[src/rtl/pdp8_core.sv]
// PDP-8 processor core: datapath, sequencing FSM and EAE (MQ) operates.
// Talks to a front panel (switches/buttons/run) and to a 4096x12 memory
// controller over a request/finish handshake.
//
// state      | meaning
// -----------+-----------------------------------------------------------
// HALTED     | idle; front-panel buttons honoured, run_sw starts fetching
// FETCH_1    | issue instruction read at pc
// FETCH_2    | wait for instruction word, latch IR, advance pc
// DECODE     | form EA, start indirect or issue operand / operate / jump
// IND_1      | issue pointer read at EA
// IND_2      | wait for pointer; pointer becomes EA (or autoincrement)
// AUTOINC_WR | write incremented pointer back to 0o0010-0o0017
// OPER_RD    | wait for operand read (AND, TAD, ISZ)
// OPER_WR    | wait for operand write (ISZ, DCA, JMS)
// EXECUTE    | apply operate instruction (group 1/2/3)
// DEPOSIT_WR | front-panel deposit of switch_reg at mem[pc]
module pdp8_core #(
    parameter logic [11:0] RESET_PC = 12'o0200
) (
    input  logic        clock,
    input  logic        resetN,
    input  logic [11:0] switch_reg,
    input  logic        load_pc,
    input  logic        deposit,
    input  logic        run_sw,
    output logic        running,
    output logic [11:0] address,
    output logic        read_enable,
    output logic        write_enable,
    output logic [11:0] write_data,
    input  logic [11:0] read_data,
    input  logic        mem_finished,
    output logic [3:0]  curr_state,
    output logic [11:0] pc,
    output logic [11:0] ac,
    output logic [11:0] mq,
    output logic        link
);

    typedef enum logic [3:0] {
        HALTED     = 4'd0,
        FETCH_1    = 4'd1,
        FETCH_2    = 4'd2,
        DECODE     = 4'd3,
        IND_1      = 4'd4,
        IND_2      = 4'd5,
        AUTOINC_WR = 4'd6,
        OPER_RD    = 4'd7,
        OPER_WR    = 4'd8,
        EXECUTE    = 4'd9,
        DEPOSIT_WR = 4'd10
    } state_t;

    state_t      state;
    logic [11:0] ir;
    logic [4:0]  ir_page;
    logic [11:0] ea;
    logic        ind_done;
    logic        load_pc_q;
    logic        deposit_q;

    logic [2:0]  opcode;
    logic [11:0] ea_calc;
    logic [11:0] oper_ea;
    logic [12:0] tad_sum;
    logic        load_rise;
    logic        deposit_rise;

    logic [11:0] opr_ac;
    logic [11:0] opr_mq;
    logic        opr_link;
    logic        opr_skip;
    logic        opr_halt;
    logic [12:0] rot;
    logic        cond;

    assign opcode       = ir[11:9];
    assign ea_calc      = {(ir[7] ? ir_page : 5'b0), ir[6:0]};
    // once an indirect chain has finished, the resolved pointer lives in ea
    assign oper_ea      = ind_done ? ea : ea_calc;
    assign tad_sum      = {1'b0, ac} + {1'b0, read_data};
    assign load_rise    = load_pc & ~load_pc_q;
    assign deposit_rise = deposit & ~deposit_q;
    assign running      = (state != HALTED);
    assign curr_state   = state;

    // operate-instruction result for groups 1, 2 and 3
    always_comb begin
        opr_ac   = ac;
        opr_mq   = mq;
        opr_link = link;
        opr_skip = 1'b0;
        opr_halt = 1'b0;
        rot      = {link, ac};
        cond     = 1'b0;
        if (!ir[8]) begin
            if (ir[7]) rot[11:0] = 12'd0;
            if (ir[6]) rot[12]   = 1'b0;
            if (ir[5]) rot[11:0] = ~rot[11:0];
            if (ir[4]) rot[12]   = ~rot[12];
            if (ir[0]) rot       = rot + 13'd1;
            if (ir[3]) begin
                rot = {rot[0], rot[12:1]};
                if (ir[1]) rot = {rot[0], rot[12:1]};
            end else if (ir[2]) begin
                rot = {rot[11:0], rot[12]};
                if (ir[1]) rot = {rot[11:0], rot[12]};
            end else if (ir[1]) begin
                rot[11:0] = {rot[5:0], rot[11:6]};
            end
            opr_ac   = rot[11:0];
            opr_link = rot[12];
        end else if (!ir[0]) begin
            // the skip sense is evaluated on the accumulator before CLA/OSR
            cond     = (ir[6] & ac[11]) | (ir[5] & (ac == 12'd0)) | (ir[4] & link);
            opr_skip = ir[3] ? ~cond : cond;
            if (ir[7]) opr_ac = 12'd0;
            if (ir[2]) opr_ac = opr_ac | switch_reg;
            opr_halt = ir[1];
        end else begin
            if (ir[7]) opr_ac = 12'd0;
            if (ir[6] && ir[4]) begin
                opr_mq = opr_ac;
                opr_ac = mq;
            end else if (ir[6]) begin
                opr_ac = opr_ac | mq;
            end else if (ir[4]) begin
                opr_mq = opr_ac;
                opr_ac = 12'd0;
            end
        end
    end

    // sequencing FSM and architectural register updates
    always_ff @(posedge clock or negedge resetN) begin
        if (!resetN) begin
            state        <= HALTED;
            pc           <= RESET_PC;
            ac           <= 12'd0;
            mq           <= 12'd0;
            link         <= 1'b0;
            address      <= 12'd0;
            write_data   <= 12'd0;
            read_enable  <= 1'b0;
            write_enable <= 1'b0;
            ir           <= 12'd0;
            ir_page      <= 5'd0;
            ea           <= 12'd0;
            ind_done     <= 1'b0;
            load_pc_q    <= 1'b0;
            deposit_q    <= 1'b0;
        end else begin
            load_pc_q <= load_pc;
            deposit_q <= deposit;
            case (state)
                HALTED: begin
                    if (deposit_rise) begin
                        address      <= pc;
                        write_data   <= switch_reg;
                        write_enable <= 1'b1;
                        state        <= DEPOSIT_WR;
                    end else if (load_rise) begin
                        pc <= switch_reg;
                    end else if (run_sw) begin
                        state <= FETCH_1;
                    end
                end
                DEPOSIT_WR: begin
                    if (mem_finished) begin
                        write_enable <= 1'b0;
                        pc           <= pc + 12'd1;
                        state        <= HALTED;
                    end
                end
                FETCH_1: begin
                    address     <= pc;
                    read_enable <= 1'b1;
                    state       <= FETCH_2;
                end
                FETCH_2: begin
                    if (mem_finished) begin
                        read_enable <= 1'b0;
                        ir          <= read_data;
                        ir_page     <= pc[11:7];
                        pc          <= pc + 12'd1;
                        ind_done    <= 1'b0;
                        state       <= DECODE;
                    end
                end
                DECODE: begin
                    if (opcode == 3'd7) begin
                        state <= EXECUTE;
                    end else if (opcode == 3'd6) begin
                        state <= run_sw ? FETCH_1 : HALTED;
                    end else if (ir[8] && !ind_done) begin
                        ea    <= ea_calc;
                        state <= IND_1;
                    end else begin
                        ea <= oper_ea;
                        case (opcode)
                            3'd3: begin
                                address      <= oper_ea;
                                write_data   <= ac;
                                write_enable <= 1'b1;
                                state        <= OPER_WR;
                            end
                            3'd4: begin
                                address      <= oper_ea;
                                write_data   <= pc;
                                write_enable <= 1'b1;
                                state        <= OPER_WR;
                            end
                            3'd5: begin
                                pc    <= oper_ea;
                                state <= run_sw ? FETCH_1 : HALTED;
                            end
                            default: begin
                                address     <= oper_ea;
                                read_enable <= 1'b1;
                                state       <= OPER_RD;
                            end
                        endcase
                    end
                end
                IND_1: begin
                    address     <= ea;
                    read_enable <= 1'b1;
                    state       <= IND_2;
                end
                IND_2: begin
                    if (mem_finished) begin
                        read_enable <= 1'b0;
                        if (ea[11:3] == 9'o001) begin
                            ea           <= read_data + 12'd1;
                            write_data   <= read_data + 12'd1;
                            write_enable <= 1'b1;
                            state        <= AUTOINC_WR;
                        end else begin
                            ea       <= read_data;
                            ind_done <= 1'b1;
                            state    <= DECODE;
                        end
                    end
                end
                AUTOINC_WR: begin
                    if (mem_finished) begin
                        write_enable <= 1'b0;
                        ind_done     <= 1'b1;
                        state        <= DECODE;
                    end
                end
                OPER_RD: begin
                    if (mem_finished) begin
                        read_enable <= 1'b0;
                        case (opcode)
                            3'd0: begin
                                ac    <= ac & read_data;
                                state <= run_sw ? FETCH_1 : HALTED;
                            end
                            3'd1: begin
                                ac    <= tad_sum[11:0];
                                link  <= link ^ tad_sum[12];
                                state <= run_sw ? FETCH_1 : HALTED;
                            end
                            default: begin
                                write_data   <= read_data + 12'd1;
                                write_enable <= 1'b1;
                                state        <= OPER_WR;
                            end
                        endcase
                    end
                end
                OPER_WR: begin
                    if (mem_finished) begin
                        write_enable <= 1'b0;
                        if (opcode == 3'd3) ac <= 12'd0;
                        if (opcode == 3'd4) pc <= ea + 12'd1;
                        if (opcode == 3'd2 && write_data == 12'd0) pc <= pc + 12'd1;
                        state <= run_sw ? FETCH_1 : HALTED;
                    end
                end
                EXECUTE: begin
                    ac   <= opr_ac;
                    mq   <= opr_mq;
                    link <= opr_link;
                    if (opr_skip) pc <= pc + 12'd1;
                    if (opr_halt) state <= HALTED;
                    else          state <= run_sw ? FETCH_1 : HALTED;
                end
                default: state <= HALTED;
            endcase
        end
    end

endmodule

[config.mk]
export PLATFORM = sky130hd
export DESIGN_NAME = pdp8_core
export DESIGN_NICKNAME = d
export VERILOG_FILES = /design/src/rtl/pdp8_core.sv
export SDC_FILE = /design/constraint.sdc
export NUM_CORES = 1
export LEC_CHECK = 0
export CORE_MARGIN = 5
export CORE_UTILIZATION = 45
export CTS_CLUSTER_SIZE = 8
export DETAILED_ROUTE_END_ITERATION = 7
export GPL_ROUTABILITY_DRIVEN = 0
export HOLD_SLACK_MARGIN = 0.05
export PLACE_DENSITY = 0.66
export SLEW_MARGIN = 0
export SYNTH_ARGS = -nofsm -noshare
export SYNTH_HDL_FRONTEND = slang
export SYNTH_SLANG_ARGS = --single-unit
[constraint.sdc]
create_clock -name clock -period 4.7 [get_ports clock]
set_input_delay 0.94 -clock clock [delete_from_list [all_inputs] [get_ports clock]]
set_output_delay 0.94 -clock clock [all_outputs]
set_load 0.01 [all_outputs]
==> flow_summary.json <==
{
  "regArea_um2": 2480,
  "synth_area_leaders": "dfrtp_1 28%, nand2_1 6.3%, o21ai_0 5.7%, a21oi_1 4.9%, nor2_1 4.7%",
  "utilization": 0.530,
  "synth_edf_count": 0,
  "synth_xor_area_frac": 0.0534,
  "cp_max_fo": 7,
  "tns_ns": 0,
  "hold_violations": 0,
  "cts-root-buf": "clkbuf_16",
  "hold_start": "address[4]",
  "final_cell_mix": "145 x nand2_1, 107 x nor2_1, 98 x o21ai_0, 98 x dfrtp_1, 96 x clkdlybuf4s50_1",
  "cts_setup_buffers": 0,
  "yosys.area.top_type": "dfrtp_1",
  "antennaDiodeCount": 0,
  "worst_clock_skew_ns": 0.0128,
  "io_buffers": 97,
  "leakagePower_nw": 3.81,
  "cp-start-kind": "primary input",
  "min_period_ns": 3.87,
  "synth_top_family_by_area": "compound AO/OA/AOI/OAI gates",
  "multi_input_area_um2": 5700,
  "tightestPinTransition_ns": 1.07,
  "reg2reg_to": "ac[10]",
  "cap_viol_max_count": 0,
  "cts_buffers": 9,
  "drt-pass1-iter-count": 7,
  "grt_max_degree": 70,
  "dieArea_um2": 22000,
  "totalWireLength_um": 32600,
  "hold_path_end": "address[4]",
  "io_pins": 98,
  "status": "completed",
  "grt_pass1_wl_um": 50400,
  "cp-end-kind": "flip-flop",
  "worstSkewPairLatency_ns": 0.36,
  "die_h_um": 148,
  "postRouteAntennaNets": 0,
  "r2r_start": "ir[7]",
  "layout-drive-gt1-share": 0.0660,
  "cp_slowest_cell": "clkdlybuf4s50_1",
  "syn_nets": 1172,
  "grt_pass1_vias": 8576,
  "final_max_slew_viol_count": 0,
  "vdd_ir_drop_max_mv": 0.330,
  "synthArstFlopShare": 1.00,
  "reg2regPathDepth": 11,
  "rsz0062_at_grt": "no",
  "cts_max_path_buffers": 2,
  "yosys.area_share.simple": 0.242,
  "hp-class": "reg -> reg",
  "crit_family": "compound AO/OA/AOI/OAI gates",
  "yosysWarnings": 0,
  "synthMuxAreaShare": 0.0461,
  "fin_cells": 1401,
  "h-tree-depth": 3,
  "relSlewSlack": 0.282,
  "max_clock_freq_ghz": 0.259,
  "rows": 50,
  "antenna_found_initial": 0,
  "layout_commonest_cell": "nand2_1",
  "critPathBufInv": 2,
  "syn_inst": 1125,
  "final_nets": 1209,
  "ys_seq_elements": 99,
  "hold_depth": 2,
  "syn2layout_area_growth_pct": 15.2,
  "worst_ep_required_time_ns": 4.99,
  "grtUsageTotal": 0.290,
  "syn_area_um2": 8630,
  "ys_types": 86,
  "cp.arrival_ns": 4.16,
  "power_mw": 7.69,
  "viasPerCell": 6.68,
  "yosysSeqAreaShare": 0.287,
  "cts_hold_buf": 0,
  "cts_sinks": 99,
  "finalCritPeriodShare": 0.822,
  "synth-compound-area-share": 0.293,
  "synth.avg_cell_area_um2": 7.67,
  "hpwl_um": 24300,
  "pwr_density_cell_nw_per_um2": 774,
  "gr-total-overflow": 0,
  "vias": 9363,
  "synth_top_area_frac": 0.284,
  "synth_ff_type": "dfrtp_1",
  "critical_path.cell_chain": "clkdlybuf4s50_1 > ha_1 > inv_1 > fa_1 > nor2b_1 > o31ai_1 > a2111oi_0 > o22ai_1 > or4_1 > o211ai_1 > and3_1",
  "cts.clk_slew.worst_paths_ns": 0.08,
  "ctsResizeCount": 0,
  "die_w_um": 148,
  "r2r_slack_ns": 1.03,
  "max_stage_delay_ns": 0.62,
  "start_util": 0.460,
  "core_area_um2": 18800,
  "drc": 0,
  "setup_viol": 0,
  "worstSetupPathType": "in -> reg",
  "fill_cells": 1846,
  "drt_iter0_markers": 1497,
  "wire_per_inst_um": 23.3,
  "dpl.cell_count": 1385,
  "cts_tree": "done",
  "synthAdderAreaFrac": 0.0255
}
-- report_power, final --
part	switching [mW]	internal, mW	total [mW]
logic	2.88	2.00	4.88
clock network	0.366	0.371	0.738
registers	0.845	1.22	2.07
-- flip-flops by register name, indices dropped and copies added (netlist names) --
signal	count
mq	12
ir_page	5
write_enable	1
ind_done	1
read_enable	1
ea	12
ac	12
load_pc_q	1
curr_state	4
address	12
write_data	12
pc	12
deposit_q	1
link	1
ir	12
-- worst min-delay path: stages (launching register included) --
cell	delay, ns
dfrtp_1	0.35
nand2_1	0.04
o21ai_0	0.06
-- stage by stage --
| stage | setup slack, ns | instance area [µm²] | hold slack [ns] |
|---|---|---|---|
| 3_3_place_gp | 0.606 | 9650 | 0.461 |
| 4_1_cts | 0.917 | 9940 | 0.488 |
| 5_1_grt | 0.772 | 9940 | 0.513 |
| 6_report | 0.835 | 9940 | 0.480 |
| 2_1_floorplan | 1.60 | 8630 | 0.480 |
| 3_5_place_dp | 0.554 | 9650 | 0.470 |
-- cell usage after synthesis, drive strengths merged, types with 21 or more instances --
library cell / instances
nand3: 36
and2: 24
a21oi: 85
nand2: 145
xnor2: 29
dfrtp: 98
xor2: 21
o21ai: 100
nor2: 107
clkbuf: 73
nor3: 25
a221oi: 27
-- cell type report --
type / instances / area share
Clock inverter: 6 / 0.00554
Sequential cell: 99 / 0.249
Timing Repair Buffer: 116 / 0.112
Multi-Input combinational cell: 916 / 0.573
Inverter: 20 / 0.00755
Tap cell: 234 / 0.0295
Clock buffer: 10 / 0.0230
-- worst max path at each step --
stage,from,to,slack (ns),depth (start not counted)
global placement,read_data[0],link,0.61,11
detailed placement,read_data[0],link,0.55,11
global route,read_data[0],link,0.77,11
floorplan,read_data[0],link,1.60,10
finish,read_data[0],link,0.83,11
CTS,read_data[0],link,0.92,11
-- kinds of logic (layout without fill, tap and decap cells) --
logic type,count (synthesis),after routing
xor gates and xnor gates,51,51
adders and majority gates,17,17
and+or+nand+nor,435,435
AOI/OAI and AO/OA,377,377
buffers and inverters,110,152
DFF,99,99
muxes,36,36
-- layer usage --
| metal | part of all wire | wire length [µm] | track usage |
|---|---|---|---|
| met1 | 0.39 | 12600 | 0.385 |
| met2 | 0.46 | 15000 | 0.458 |
| met3 | 0.095 | 3110 | 0.0484 |
| met4 | 0.058 | 1900 | 0.148 |
| met5 | 0 | 0 | 0 |
Note: power is estimated with default switching activity, not from simulation.
